===== config.mk =====
export PLATFORM = sky130hd
export DESIGN_NAME = mbist_run_seq
export DESIGN_NICKNAME = d
export VERILOG_FILES = /design/src/rtl/mbist_pkg.sv /design/src/rtl/mbist_diag_shreg.sv /design/src/rtl/mbist_run_seq.sv
export SDC_FILE = /design/constraint.sdc
export NUM_CORES = 1
export LEC_CHECK = 0
export BUFFER_PORTS_ARGS = -buffer_cell sky130_fd_sc_hd__buf_2
export CAP_MARGIN = 25
export CORE_ASPECT_RATIO = 0.75
export CORE_MARGIN = 2
export CORE_UTILIZATION = 50
export DETAILED_ROUTE_END_ITERATION = 8
export PLACE_DENSITY = 0.83
export SYNTH_ARGS = -nofsm -noshare
export SYNTH_HDL_FRONTEND = slang
export SYNTH_SLANG_ARGS = --single-unit

===== constraint.sdc =====
create_clock -name bist_clk -period 4.1 [get_ports bist_clk]
set_input_delay 0.205 -clock bist_clk [delete_from_list [all_inputs] [get_ports bist_clk]]
set_output_delay 0.205 -clock bist_clk [all_outputs]
set_load 0.05 [all_outputs]

===== src/rtl/mbist_pkg.sv =====
// Shared types and default constants for the MBIST run sequencer.
package mbist_pkg;

   typedef enum logic [2:0] {
      ST_IDLE,
      ST_RST,
      ST_RUN,
      ST_DIAG,
      ST_DONE
   } mbist_state_e;

   localparam int unsigned MBIST_RST_CYC_DEF     = 4;
   localparam int unsigned MBIST_TIMEOUT_CYC_DEF = 32'h00FF_FFFF;

endpackage


===== src/rtl/mbist_diag_shreg.sv =====
// Diagnostic capture: shifts a serial fail stream MSB-first and publishes a
// DIAG_W-bit record with a one-cycle valid pulse once the last bit arrives.
// Only instantiated when MBIST_DIAG_CAPTURE_EN is defined.
module mbist_diag_shreg #(
   parameter int unsigned DIAG_W = 64
) (
   input  logic              bist_clk,
   input  logic              bist_rst_l,
   input  logic              clr,
   input  logic              shift_en,
   input  logic              din,
   output logic              last,
   output logic [DIAG_W-1:0] word,
   output logic              valid
);

   localparam int unsigned CW = (DIAG_W > 1) ? $clog2(DIAG_W) : 1;
   localparam int unsigned SW = DIAG_W - 1;

   logic [SW-1:0]     shift_q, shift_d;
   logic [CW-1:0]     cnt_q, cnt_d;
   logic [DIAG_W-1:0] word_q, word_d;
   logic              valid_q, valid_d;

   assign last  = (cnt_q == CW'(DIAG_W - 1));
   assign word  = word_q;
   assign valid = valid_q;

   // Shift/count next-state; the final bit goes straight into the record.
   always_comb begin
      shift_d = shift_q;
      cnt_d   = cnt_q;
      word_d  = word_q;
      valid_d = 1'b0;
      if (clr) begin
         shift_d = '0;
         cnt_d   = '0;
      end else if (shift_en) begin
         shift_d = SW'({shift_q, din});
         if (last) begin
            cnt_d   = '0;
            word_d  = {shift_q, din};
            valid_d = 1'b1;
         end else begin
            cnt_d = cnt_q + CW'(1);
         end
      end
   end

   // Capture state registers.
   always_ff @(posedge bist_clk or negedge bist_rst_l) begin
      if (!bist_rst_l) begin
         shift_q <= '0;
         cnt_q   <= '0;
         word_q  <= '0;
         valid_q <= 1'b0;
      end else begin
         shift_q <= shift_d;
         cnt_q   <= cnt_d;
         word_q  <= word_d;
         valid_q <= valid_d;
      end
   end

endmodule


===== src/rtl/mbist_run_seq.sv =====
// MBIST run sequencer: turns a start pulse into reset/run/done on the
// downstream controller, with pause, abort, watchdog and sticky status.
// Optional diagnostic capture is enabled by defining MBIST_DIAG_CAPTURE_EN.
module mbist_run_seq
   import mbist_pkg::*;
#(
   parameter int unsigned RST_CYC     = MBIST_RST_CYC_DEF,
   parameter int unsigned CNT_W       = 24,
   parameter int unsigned TIMEOUT_CYC = MBIST_TIMEOUT_CYC_DEF,
   parameter int unsigned DIAG_W      = 64
) (
   input  logic              bist_clk,
   input  logic              bist_rst_l,
   input  logic              start,
   input  logic              abort,
   input  logic              pause,
   input  logic              debug_mode,
   output logic              ctl_bist_en,
   output logic              ctl_rst_l,
   output logic              ctl_hold_l,
   output logic              ctl_debugz,
   input  logic              ctl_done,
   input  logic              ctl_fail,
   input  logic              ctl_diag,
   output logic              busy,
   output logic              status_valid,
   output logic              pass,
   output logic              fail,
   output logic              timeout,
   output logic [CNT_W-1:0]  run_cycles,
   output logic [DIAG_W-1:0] diag_word,
   output logic              diag_valid
);

   localparam int unsigned      RST_W    = (RST_CYC > 1) ? $clog2(RST_CYC) : 1;
   localparam logic [RST_W-1:0] RST_LAST = RST_W'(RST_CYC - 1);
   localparam logic [CNT_W-1:0] WD_LAST  = CNT_W'(TIMEOUT_CYC - 1);

   mbist_state_e     state_q, state_d;
   logic [RST_W-1:0] rst_cnt_q, rst_cnt_d;
   logic [CNT_W-1:0] run_cycles_q, run_cycles_d;
   logic             sticky_q, sticky_d;
   logic             status_valid_q, status_valid_d;
   logic             pass_q, pass_d;
   logic             fail_q, fail_d;
   logic             timeout_q, timeout_d;
   logic             fail_at_done;

`ifdef MBIST_DIAG_CAPTURE_EN
   logic fail_prev_q, fail_prev_d;
   logic diag_taken_q, diag_taken_d;
   logic diag_shift, diag_clr, diag_last;

   mbist_diag_shreg #(.DIAG_W(DIAG_W)) u_diag (
      .bist_clk   (bist_clk),
      .bist_rst_l (bist_rst_l),
      .clr        (diag_clr),
      .shift_en   (diag_shift),
      .din        (ctl_diag),
      .last       (diag_last),
      .word       (diag_word),
      .valid      (diag_valid)
   );
`else
   logic unused_diag_in;
   assign unused_diag_in = debug_mode ^ ctl_diag;
   assign diag_word      = '0;
   assign diag_valid     = 1'b0;
`endif

   assign busy         = (state_q != ST_IDLE);
   assign status_valid = status_valid_q;
   assign pass         = pass_q;
   assign fail         = fail_q;
   assign timeout      = timeout_q;
   assign run_cycles   = run_cycles_q;
   assign fail_at_done = sticky_q | ctl_fail;

   // Next-state, controller drive and status updates; abort overrides last.
   always_comb begin
      state_d        = state_q;
      rst_cnt_d      = rst_cnt_q;
      run_cycles_d   = run_cycles_q;
      sticky_d       = sticky_q;
      status_valid_d = status_valid_q;
      pass_d         = pass_q;
      fail_d         = fail_q;
      timeout_d      = timeout_q;
      ctl_bist_en    = 1'b0;
      ctl_rst_l      = 1'b0;
      ctl_hold_l     = 1'b1;
      ctl_debugz     = 1'b1;
`ifdef MBIST_DIAG_CAPTURE_EN
      fail_prev_d    = ctl_fail;
      diag_taken_d   = diag_taken_q;
      diag_shift     = 1'b0;
      diag_clr       = 1'b0;
`endif
      case (state_q)
         ST_IDLE: begin
            if (start && !abort) begin
               state_d        = ST_RST;
               rst_cnt_d      = '0;
               run_cycles_d   = '0;
               sticky_d       = 1'b0;
               status_valid_d = 1'b0;
               pass_d         = 1'b0;
               fail_d         = 1'b0;
               timeout_d      = 1'b0;
`ifdef MBIST_DIAG_CAPTURE_EN
               diag_taken_d   = 1'b0;
               diag_clr       = 1'b1;
`endif
            end
         end
         ST_RST: begin
            ctl_bist_en = 1'b1;
            if (rst_cnt_q == RST_LAST) state_d = ST_RUN;
            else                       rst_cnt_d = rst_cnt_q + RST_W'(1);
         end
         ST_RUN: begin
            ctl_bist_en = 1'b1;
            ctl_rst_l   = 1'b1;
            ctl_hold_l  = !pause;
`ifdef MBIST_DIAG_CAPTURE_EN
            ctl_debugz  = !debug_mode;
`endif
            sticky_d = sticky_q | ctl_fail;
            if (!pause && run_cycles_q != '1) run_cycles_d = run_cycles_q + CNT_W'(1);
            if (ctl_done) begin
               state_d        = ST_DONE;
               status_valid_d = 1'b1;
               fail_d         = fail_at_done;
               pass_d         = !fail_at_done;
               timeout_d      = 1'b0;
            end else if (!pause && run_cycles_q == WD_LAST) begin
               state_d        = ST_DONE;
               status_valid_d = 1'b1;
               fail_d         = 1'b1;
               pass_d         = 1'b0;
               timeout_d      = 1'b1;
            end
`ifdef MBIST_DIAG_CAPTURE_EN
            else if (debug_mode && ctl_fail && !fail_prev_q && !diag_taken_q) begin
               state_d      = ST_DIAG;
               diag_taken_d = 1'b1;
            end
`endif
         end
`ifdef MBIST_DIAG_CAPTURE_EN
         ST_DIAG: begin
            ctl_bist_en = 1'b1;
            ctl_rst_l   = 1'b1;
            ctl_hold_l  = 1'b0;
            ctl_debugz  = !debug_mode;
            diag_shift  = 1'b1;
            if (diag_last) state_d = ST_RUN;
         end
`endif
         ST_DONE: begin
            ctl_bist_en = 1'b1;
            ctl_rst_l   = 1'b1;
            state_d     = ST_IDLE;
         end
         default: state_d = ST_IDLE;
      endcase
      if (abort && state_q != ST_IDLE) begin
         state_d        = ST_IDLE;
         status_valid_d = 1'b0;
         pass_d         = 1'b0;
         fail_d         = 1'b0;
         timeout_d      = 1'b0;
`ifdef MBIST_DIAG_CAPTURE_EN
         diag_clr       = 1'b1;
`endif
      end
   end

   // Sequencer state and status registers.
   always_ff @(posedge bist_clk or negedge bist_rst_l) begin
      if (!bist_rst_l) begin
         state_q        <= ST_IDLE;
         rst_cnt_q      <= '0;
         run_cycles_q   <= '0;
         sticky_q       <= 1'b0;
         status_valid_q <= 1'b0;
         pass_q         <= 1'b0;
         fail_q         <= 1'b0;
         timeout_q      <= 1'b0;
`ifdef MBIST_DIAG_CAPTURE_EN
         fail_prev_q    <= 1'b0;
         diag_taken_q   <= 1'b0;
`endif
      end else begin
         state_q        <= state_d;
         rst_cnt_q      <= rst_cnt_d;
         run_cycles_q   <= run_cycles_d;
         sticky_q       <= sticky_d;
         status_valid_q <= status_valid_d;
         pass_q         <= pass_d;
         fail_q         <= fail_d;
         timeout_q      <= timeout_d;
`ifdef MBIST_DIAG_CAPTURE_EN
         fail_prev_q    <= fail_prev_d;
         diag_taken_q   <= diag_taken_d;
`endif
      end
   end

endmodule


Yosys cells after proc, flatten, opt, wreduce, memory -nomap -nowiden --
Cells that the tools add are included.
Word-level totals: word-level logic and storage cells 73, register bits 34, input bits 9, output and inout bits 98
Cells by class: reductions and logical operators 19, equal/unequal tests 12, muxes and demuxes 31, bitwise logic cells 1, add/sub/neg operators 2
Operators by type and width (number):
- 24-bit 2-to-1 mux | 2
- 24-bit case mux with 2 select lines | 1
- 24-bit by 1-bit adder with 24-bit output (second input constant) | 1
- 24-bit == test (second input constant) | 1
- 24-bit inequality test (second input constant) | 1
- 3-bit 2-to-1 mux | 5
- 1-bit 2-to-1 mux | 14
- 3-bit AND reduction | 4
- 1-bit case mux with 2 select lines | 5
- 3-bit case mux with 3 select lines | 1
- 2-bit inequality test (second input constant) | 3
- 3-bit inequality test (second input constant) | 2
- 3-bit nonzero test | 2
- 1-bit logical AND | 4
- 2-bit 2-to-1 mux | 2
- 4-bit inequality test (second input constant) | 1
- 2-bit case mux with 2 select lines | 1
- 2-bit nonzero test | 2
- 3-bit by 1-bit == test with 1-bit output (second input constant) | 1
- 3-bit by 2-bit == test with 1-bit output (second input constant) | 1
- 3-bit == test (second input constant) | 1
- 1-bit logical NOT | 3
- 3-bit logical NOT | 1
- 3-bit OR reduction | 1
- other kinds (5) | 5

Depth between registers and ports, before layout --
Gate-level depths: netlist of the first run.
depth in word-level cells 6, mapped depth 8

Worst setup path after synthesis of the first run --
Ideal clock, no wire load.
path kind reg2reg, from register run_cycles_q[3], in the netlist run_cycles[3], to register run_cycles_q[17], in the netlist run_cycles[17], required time 4.022 ns, path slack 1.637 ns, path buffers 1, setup time 0.078 ns, period minus slack after synthesis 2.463 ns, stages on the path, launching flop included 7, data arrival time 2.385 ns, path through dfrtp_1 > nand4_4 > or3_4 > or3_1 > clkbuf_2 > or4_1 > a21oi_1
Between the ends: longest elaborated chain between the ends 4
Ends and longest elaborated chain:
- start: declaration | line mbist_run_seq.sv:41 | logic [CNT_W-1:0] run_cycles_q, run_cycles_d;
- start signal: assignment | line mbist_run_seq.sv:197 | run_cycles_q <= run_cycles_d;
- branches (longest 4 deep; another with 24-bit by 1-bit adder with 24-bit output)
Several ways; the timed one is not identified. The select of a mux whose other input is x is not followed. A chain may end at the register's enable or synchronous reset.

Worst setup path after layout of the first run --
from register state_q[0], to register run_cycles_q[0], in the netlist run_cycles[0]
Between the ends: longest elaborated chain between the ends 3
Ends and longest elaborated chain:
- start: declaration | line mbist_run_seq.sv:39 | mbist_state_e state_q, state_d;
- start signal: assignment | line mbist_run_seq.sv:195 | state_q <= state_d;
- 3-bit by 2-bit == test with 1-bit output / 3-bit logical NOT (equally long branches) | line mbist_run_seq.sv:99 | case (state_q)
- 2-bit inequality test (no line) / 2-bit nonzero test (equally long branches)
- 3-bit AND reduction (no line)
Several ways; a longest one is shown, not always the timed one.

==> results.json, run 1 <==
{
  "place_inst": 367,
  "setup_viol": 0,
  "antenna_found_initial": 0,
  "holdWs_ps": -21.3,
  "cts_tree": "yes",
  "report.final.slew_viol_count": 0,
  "fin_tns_setup_ps": 0,
  "powerDensity_nw_per_um2": 340,
  "cts_resized": 0,
  "drt.antenna.violating_nets": 0,
  "synth-adder-area-share": 0.0150,
  "violations": "DRC, hold timing",
  "layout_commonest_cell": "conb_1",
  "p_int_mw": 0.525,
  "postCtsSetupBuffers": 0,
  "status": "finished, violations left",
  "cts_hold_buffers": 0,
  "crit_path_end_kind": "flip-flop",
  "regArea_sq_um": 851,
  "synth-async-reset-ratio": 1.00,
  "comb_power_share": 0.288,
  "hpwlAfterDp_microns": 3750,
  "final_cells": 375,
  "dieWidth_microns": 85.8,
  "pin_count": 107,
  "power_frac_seq": 0.419,
  "routedWlPerCell_microns": 13.6,
  "drtIter0Drc": 193,
  "synth-simple-area-share": 0.225,
  "cts-root-buf": "clkbuf_8",
  "vias": 1983,
  "cap_violations": 0,
  "fp.dieH_microns": 65.3,
  "rsz0062_at_grt": "no",
  "relSlewSlack": 0.502,
  "num-fill-cells": 487,
  "grt-ovfl-total": 0,
  "cts_buffer_depth": 2,
  "ys_ff_latch": 34,
  "wl_microns": 5090,
  "vias_per_cell": 5.29,
  "grt_max_degree": 35,
  "grt_pass1_vias": 1691,
  "cts_htree_levels": 2,
  "synthFlopType": "dfrtp_1",
  "power_frac_clock": 0.293,
  "final_cell_mix": "conb_1 (66), buf_2 (38), dfrtp_1 (34)",
  "die_area_sq_um": 5600,
  "fin_nets": 326,
  "swShare": 0.400,
  "synth-compound-area-share": 0.141,
  "postSynthCellCount": 280,
  "synth_xor_area_frac": 0.0210,
  "place.gp.congestion": 0.863,
  "worst-setup-path-type": "reg -> reg",
  "p_switching_mw": 0.350,
  "ys_seq_area_frac": 0.339,
  "cp_max_fo": 16,
  "syn_to_final_growth_pct": 2.80,
  "timing.final.crit_share": 0.644,
  "vdd.ir_drop.worst_mv": 0.192,
  "synth_edf_count": 0,
  "grtUsageTotal": 0.190,
  "layout-drive-gt1-share": 0.206,
  "synth_mux_area_frac": 0.0250,
  "post-route-drc-count": 8,
  "numCtsBuffers": 5,
  "synth_top_family_by_area": "buffers and inverters",
  "cp.required_ps": 4270,
  "first_pass_iters": 9,
  "grt_pass1_wl_microns": 8310,
  "fp.coreArea_sq_um": 4870,
  "start_util": 0.514,
  "fin_skew_ps": 7.21,
  "p_leak_nw": 1.30,
  "yosys.cell_types.count": 53,
  "fmax_mhz": 379,
  "worstSkewPairLatency_ps": 290,
  "cts.clk_slew.worst_paths_ps": 70,
  "numClockSinks": 34,
  "period_minus_slack_ps": 2640,
  "worstMarginPinSlew_ps": 746,
  "multi_input_area_sq_um": 1320,
  "synth_area_sq_um": 2510,
  "hold_class": "in -> async",
  "antenna_cells": 0,
  "io_buffer_count": 38,
  "startpoint_type": "flip-flop",
  "hold_violations": 34,
  "yosysWarnings": 0,
  "synth.avg_cell_area_sq_um": 8.95,
  "crit_arrival_ps": 2800,
  "num_rows": 22
}
[power groups by stage]
stage	Sequential [mW]	Combinational (mW)	Clock, mW
after global routing	0.369	0.271	0.278
after detailed placement	0.373	0.252	0
final	0.367	0.252	0.257
after floorplan	0.381	0.259	0
after global placement	0.372	0.249	0
after CTS	0.367	0.252	0.263
[synth_stat cells, types with 3 or more instances]
master | n | area, sq um
or4_1 | 5 | 37.5
nor4_1 | 6 | 37.5
nor2_1 | 16 | 60.1
buf_2 | 3 | 15.0
dfrtp_1 | 34 | 851
ha_1 | 3 | 37.5
o21ai_0 | 12 | 60.1
a21oi_1 | 7 | 35.0
clkbuf_1 | 7 | 26.3
nand3_1 | 9 | 45.0
inv_1 | 10 | 37.5
and2_1 | 3 | 18.8
nand2b_1 | 7 | 43.8
xnor2_1 | 5 | 43.8
mux2i_1 | 4 | 40.0
nand4_1 | 4 | 25.0
or3_1 | 4 | 25.0
buf_4 | 66 | 495
o31ai_1 | 7 | 52.6
nor3_1 | 5 | 25.0
nand2_1 | 17 | 63.8
[final timing paths]
kind | startpoint | to | slack [ps] | cells past startpoint
max reg2reg | state_q[0] | run_cycles[0] | 1460 | 6
min | bist_rst_l | run_cycles[3] | -20 | 1
max in group asynchronous | bist_rst_l | run_cycles[13] | 3650 | 1
max | state_q[0] | run_cycles[0] | 1460 | 6
min reg2reg | timeout | timeout | 500 | 1
min in group bist_clk | ctl_fail | sticky_q | 170 | 2
[flip-flops by register name, indices dropped and copies added, names as in the netlist]
signal / cells
rst_cnt_q: 2
run_cycles: 24
status_valid: 1
state_q: 3
timeout: 1
pass: 1
fail: 1
sticky_q: 1
[cells by family (layout without fill, tap and decap cells)]
logic type	after synthesis	count (layout)
xor+xnor	6	6
fa+ha+maj	3	3
mux	6	6
buf+inv	87	58
simple gates	94	94
compound gates	48	48
flops	34	34
other cells	2	66
[area by class of cell]
class                      count  area share
clock inverter                 1     0.00194
timing repair buffer          40      0.0797
multi-input combinational    223       0.511
tap                           60      0.0291
sequential                    34       0.330
inverter                      10      0.0146
clock buffer                   7      0.0335
[through the flow]
step	instance area (sq um)	utilization	hold slack [ps]	total power [mW]	worst slack [ps]
after global routing	2580	0.529	50.8	0.918	1340
after floorplan	2750	-	-90.6	0.640	1640
after detailed placement	2480	0.510	326	0.625	1490
after CTS	2580	0.529	6.94	0.882	1490
final	2580	0.529	-21.3	0.875	1460
after global placement	2480	0.510	320	0.621	1560
[worst max-delay path: stages, from the launching register on]
cell and delay (ps):
dfrtp_1 500, or3b_1 690, or3_4 500, o31ai_1 360, buf_4 240, or2_2 150, o21ai_0 70
[per-layer routing]
layer | vias to the layer above | GRT usage | part of all wire
met5 | - | 0 | 0
met1 | 949 | 0.276 | 0.46
met2 | 95 | 0.267 | 0.44
met4 | 0 | 0.0774 | 0.016
met3 | 10 | 0.0503 | 0.078
li1 | 929 | - | -
(Power assumes the default switching activity.)
==> inputs of run 2 (changes only) <==
Settings changed: CORE_UTILIZATION 50 to 48, PLACE_DENSITY 0.83 to 0.8.
Clock period 4.1 ns to 2.47 ns, I/O delays scaled along.
==> run 2 against run 1 <==
  * The flow now finishes without violations
  * Design area rose by 2.4%
  * Fmax grew 18%
  * Worst hold slack improved by 110 ps
  * Critical path depth is 1 lower
  * Combinational power is 73% higher
  * First-iteration DRC count decreased by 52%
  * Routed wire length grew 1.7%
==> results.json, run 2 (synthesis results as in run 1) <==
{
  "status": "complete, no violations",
  "antenna_found_initial": 0,
  "crit_path_end_kind": "flip-flop",
  "die_area_sq_um": 5820,
  "cts_buffer_depth": 2,
  "cts_tree": "yes",
  "pin_count": 107,
  "layout-drive-gt1-share": 0.222,
  "multi_input_area_sq_um": 1320,
  "numClockSinks": 34,
  "final_cell_mix": "conb_1 (66), buf_2 (38), dfrtp_1 (34)",
  "regArea_sq_um": 851,
  "r2r_cells": 5,
  "post-route-drc-count": 0,
  "cap_violations": 0,
  "start_util": 0.506,
  "cpLargestDelayFamily": "simple AND/OR/NAND/NOR gates",
  "slowest_delay_ps": 480,
  "fp.dieH_microns": 66.6,
  "swShare": 0.405,
  "num-fill-cells": 477,
  "rsz0062_at_grt": "no",
  "p_leak_nw": 1.34,
  "drt.antenna.violating_nets": 0,
  "cpMaxStageDelayCell": "or3_1",
  "hold_violations": 0,
  "cp.required_ps": 2670,
  "layout_commonest_cell": "conb_1",
  "report.final.slew_viol_count": 0,
  "fp.coreArea_sq_um": 4950,
  "cts-root-buf": "clkbuf_8",
  "worst-setup-path-type": "reg -> reg",
  "dieWidth_microns": 87.4,
  "powerDensity_nw_per_um2": 540,
  "numCtsBuffers": 5,
  "vdd.ir_drop.worst_mv": 0.334,
  "cp_num_cells": 5,
  "fin_tns_setup_ps": 0,
  "cts.clk_slew.worst_paths_ps": 60,
  "vias": 1940,
  "holdWs_ps": 90.5,
  "grtUsageTotal": 0.185,
  "drtIter0Drc": 93,
  "place.gp.congestion": 0.838,
  "wl_microns": 5180,
  "hold_path_depth": 2,
  "worstSkewPairLatency_ps": 280,
  "io_buffer_count": 38,
  "grt_max_degree": 35,
  "timing.final.crit_share": 0.906,
  "largest_reg_flops": 24,
  "period_minus_slack_ps": 2240,
  "hold_class": "in -> reg",
  "p_int_mw": 0.848,
  "fin_skew_ps": 3.10,
  "setup_viol": 0,
  "final_cells": 384,
  "grt-ovfl-total": 0,
  "fmax_mhz": 447,
  "p_switching_mw": 0.577,
  "grt_pass1_wl_microns": 8220,
  "vias_per_cell": 5.05,
  "power_frac_clock": 0.271,
  "finalPower_mw": 1.42,
  "place_inst": 376,
  "grt_pass1_vias": 1657,
  "cts_htree_levels": 2,
  "cts_resized": 0,
  "first_pass_iters": 4,
  "syn_to_final_growth_pct": 5.29,
  "fin_nets": 336,
  "post-route-util": 0.533,
  "hpwlAfterDp_microns": 3990,
  "relSlewSlack": 0.486,
  "cp_max_fo": 8,
  "comb_power_share": 0.306,
  "crit_chain": "nand3_1, or3_4, or3_1, or4_1, a21oi_1",
  "antenna_cells": 0,
  "power_frac_seq": 0.423,
  "path_buf_inv": 0,
  "num_rows": 22,
  "worstMarginPinSlew_ps": 770,
  "startpoint_type": "flip-flop",
  "routedWlPerCell_microns": 13.5,
  "crit_arrival_ps": 2440
}
-- run 2: changes by cell type in the layout (fill, tap and decap cells not counted), sizes merged --
cell	delta
buf	+9
clkinv	-1
dlygate4sd3	+1
-- run 2: layer usage --
metal | vias to the layer above | part of all wire | global-route usage
met5 | - | 0 | 0
met4 | 0 | 0.0052 | 0.0404
met3 | 4 | 0.058 | 0.0582
met2 | 75 | 0.46 | 0.283
met1 | 910 | 0.48 | 0.258
li1 | 951 | - | -
-- run 2: worst paths after layout --
path,from,end,slack (ps)
min reg2reg,sticky_q,sticky_q,500
min in group asynchronous,bist_rst_l,run_cycles[3],450
min,ctl_fail,sticky_q,90
max reg2reg,run_cycles[2],run_cycles[23],230
max in group asynchronous,bist_rst_l,run_cycles[22],1530
max,run_cycles[2],run_cycles[23],230
-- run 2: per-stage QoR --
| stage | setup slack (ps) | instance area [sq um] |
|---|---|---|
| after floorplan | 7.15 | 2750 |
| after global placement | 306 | 2550 |
| after detailed placement | 257 | 2550 |
| after CTS | 232 | 2640 |
| after global routing | 85.9 | 2640 |
| final | 232 | 2640 |
-- run 2: what timing repair did --
item / in CTS / in global routing
buffers inserted: 0 / 0
hold buffers: 1 / 0
endpoints found under the hold margin: 34 / 0
-- run 2: power by group through the flow --
stage	logic, mW	clock network, mW	registers, mW
finish	0.436	0.386	0.603
CTS	0.435	0.398	0.602
floorplan	0.430	0	0.632
global route	0.468	0.435	0.604
global placement	0.427	0	0.611
detailed placement	0.433	0	0.612
-- run 2: worst reg2reg max path, stage by stage (launching register included) --
cell	delay (ps)
dfrtp_1	430
nand3_1	200
or3_4	450
or3_1	480
or4_1	430
a21oi_1	170
-- run 2: final cells by class --
type / count / share of cell area
multi-input cells: 223 / 0.499
flip-flops and latches: 34 / 0.322
repair buffers: 50 / 0.107
clock buffers: 7 / 0.0289
well taps: 60 / 0.0284
inverters: 10 / 0.0142
==> inputs of run 3 (changes only) <==
Settings changed: CTS_BUF_LIST set to sky130_fd_sc_hd__clkbuf_16.
==> run 3 against run 2 <==
  * First-iteration DRC count down 3.2%
  * Combinational power about the same
  * Non-clock buffer count unchanged
  * Final cell count unchanged
  * Sequential share of layout area down 0.67 points
  * Global-route usage up 0.21 points
  * Via count up 1.6%
  * Critical path depth unchanged
  * Clock skew up 2.5 ps
==> results.json, run 3 (synthesis results as in run 1) <==
{
  "status": "complete, no violations",
  "vdd.ir_drop.worst_mv": 0.336,
  "worstSkewPairLatency_ps": 280,
  "layout_commonest_cell": "conb_1",
  "grt_max_degree": 35,
  "crit_arrival_ps": 2440,
  "cts.clk_slew.worst_paths_ps": 50,
  "cpLargestDelayFamily": "simple AND/OR/NAND/NOR gates",
  "fin_nets": 336,
  "grt-ovfl-total": 0,
  "report.final.slew_viol_count": 0,
  "wl_microns": 5250,
  "fin_skew_ps": 5.65,
  "slowest_delay_ps": 480,
  "die_area_sq_um": 5820,
  "rsz0062_at_grt": "no",
  "fmax_mhz": 445,
  "vias": 1971,
  "worst-setup-path-type": "reg -> reg",
  "period_minus_slack_ps": 2250,
  "fp.dieH_microns": 66.6,
  "fin_tns_setup_ps": 0,
  "numCtsBuffers": 5,
  "grt_pass1_vias": 1682,
  "place_inst": 376,
  "numClockSinks": 34,
  "hp-start": "ctl_fail",
  "layout-drive-gt1-share": 0.222,
  "routedWlPerCell_microns": 13.7,
  "cap_violations": 0,
  "cts-root-buf": "clkbuf_16",
  "drtIter0Drc": 90,
  "antenna_found_initial": 0,
  "path_buf_inv": 0,
  "hpwlAfterDp_microns": 3990,
  "startpoint": "run_cycles[7]",
  "num_rows": 22,
  "globalRouteMet2Util": 0.286,
  "dieWidth_microns": 87.4,
  "grt_pass1_wl_microns": 8320,
  "grtUsageTotal": 0.188,
  "timing.final.crit_share": 0.909,
  "crit_chain": "nand3_1, or3_4, or3_1, or4_1, a21oi_1",
  "post-route-drc-count": 0,
  "startpoint_type": "flip-flop",
  "first_pass_iters": 4,
  "final_cell_mix": "conb_1 (66), buf_2 (38), dfrtp_1 (34)",
  "syn_to_final_growth_pct": 7.54,
  "vias_per_cell": 5.13,
  "r2r_slack_ps": 220,
  "use_met3": 0.0471,
  "grt_busiest_layer": "met2",
  "cp_max_fo": 8,
  "cts_tree": "yes",
  "cp.required_ps": 2660,
  "pin_count": 107,
  "worstMarginPinSlew_ps": 780,
  "crit_path_end_kind": "flip-flop",
  "cts_resized": 0,
  "cpMaxStageDelayCell": "or3_1",
  "setup_viol": 0,
  "start_util": 0.506,
  "place.gp.congestion": 0.838,
  "p_leak_nw": 1.38,
  "drt.antenna.violating_nets": 0,
  "grt_use_met1": 0.259,
  "cts_buffer_depth": 2,
  "relSlewSlack": 0.480,
  "cts_htree_levels": 2,
  "hold_class": "in -> reg",
  "io_buffer_count": 38,
  "powerDensity_nw_per_um2": 600,
  "antenna_cells": 0,
  "final_cells": 384,
  "largest_reg_flops": 24,
  "fp.coreArea_sq_um": 4950,
  "reg2reg_from": "run_cycles[7]",
  "hold_violations": 0
}
==> run 3: cell count changes in the layout (fill, tap and decap cells not counted), sizes merged <==
cell	delta
inv	+2
clkbuf	-2
==> run 3: worst reg2reg max path, stage by stage, from the launching register on <==
cell     delay [ps]
dfrtp_1         420
nand3_1         210
or3_4           450
or3_1           480
or4_1           430
a21oi_1         170
==> run 3: routing by layer <==
layer	up-vias	routed length (microns)
li1	951	-
met1	939	2510
met2	73	2350
met3	8	321
met4	0	62
met5	-	0
==> run 3: metrics by stage <==
| step | power [mW] | hold slack (ps) | setup slack (ps) | util | cell area [sq um] |
|---|---|---|---|---|---|
| 4_1_cts | 1.62 | 103 | 236 | 0.544 | 2700 |
| 3_5_place_dp | 1.05 | 250 | 257 | 0.515 | 2550 |
| 6_report | 1.62 | 101 | 225 | 0.544 | 2700 |
| 3_3_place_gp | 1.04 | 244 | 306 | 0.515 | 2550 |
| 2_1_floorplan | 1.06 | -172 | 7.15 | - | 2750 |
| 5_1_grt | 1.70 | 116 | 83.8 | 0.544 | 2700 |
==> run 3: path summary, 6_finish.rpt <==
kind	endpoint	cells past startpoint
worst min register to register	sticky_q	1
min in group asynchronous	run_cycles[3]	2
max in group asynchronous	run_cycles[21]	2
worst max register to register	run_cycles[23]	5
worst min-delay path	sticky_q	2
worst max-delay path	run_cycles[23]	5
==> run 3: area by class of cell <==
| class | count | area, sq um |
|---|---|---|
| Multi-Input combinational cell | 223 | 1320 |
| Tap cell | 60 | 75.1 |
| Inverter | 10 | 37.5 |
| Fill cell | 467 | 2260 |
| Sequential cell | 34 | 851 |
| Timing Repair Buffer | 50 | 283 |
| Clock buffer | 5 | 125 |
| Clock inverter | 2 | 7.51 |
==> run 3: repair_timing <==
action | CTS | global route
setup buffers | 0 | 0
endpoints found under the hold margin | 34 | 0
hold buffers | 1 | 0
==> run 3: power breakdown <==
group,internal (mW),switching [mW],total [mW]
combinational,0.0696,0.367,0.436
sequential,0.585,0.0182,0.604
clock,0.360,0.218,0.578
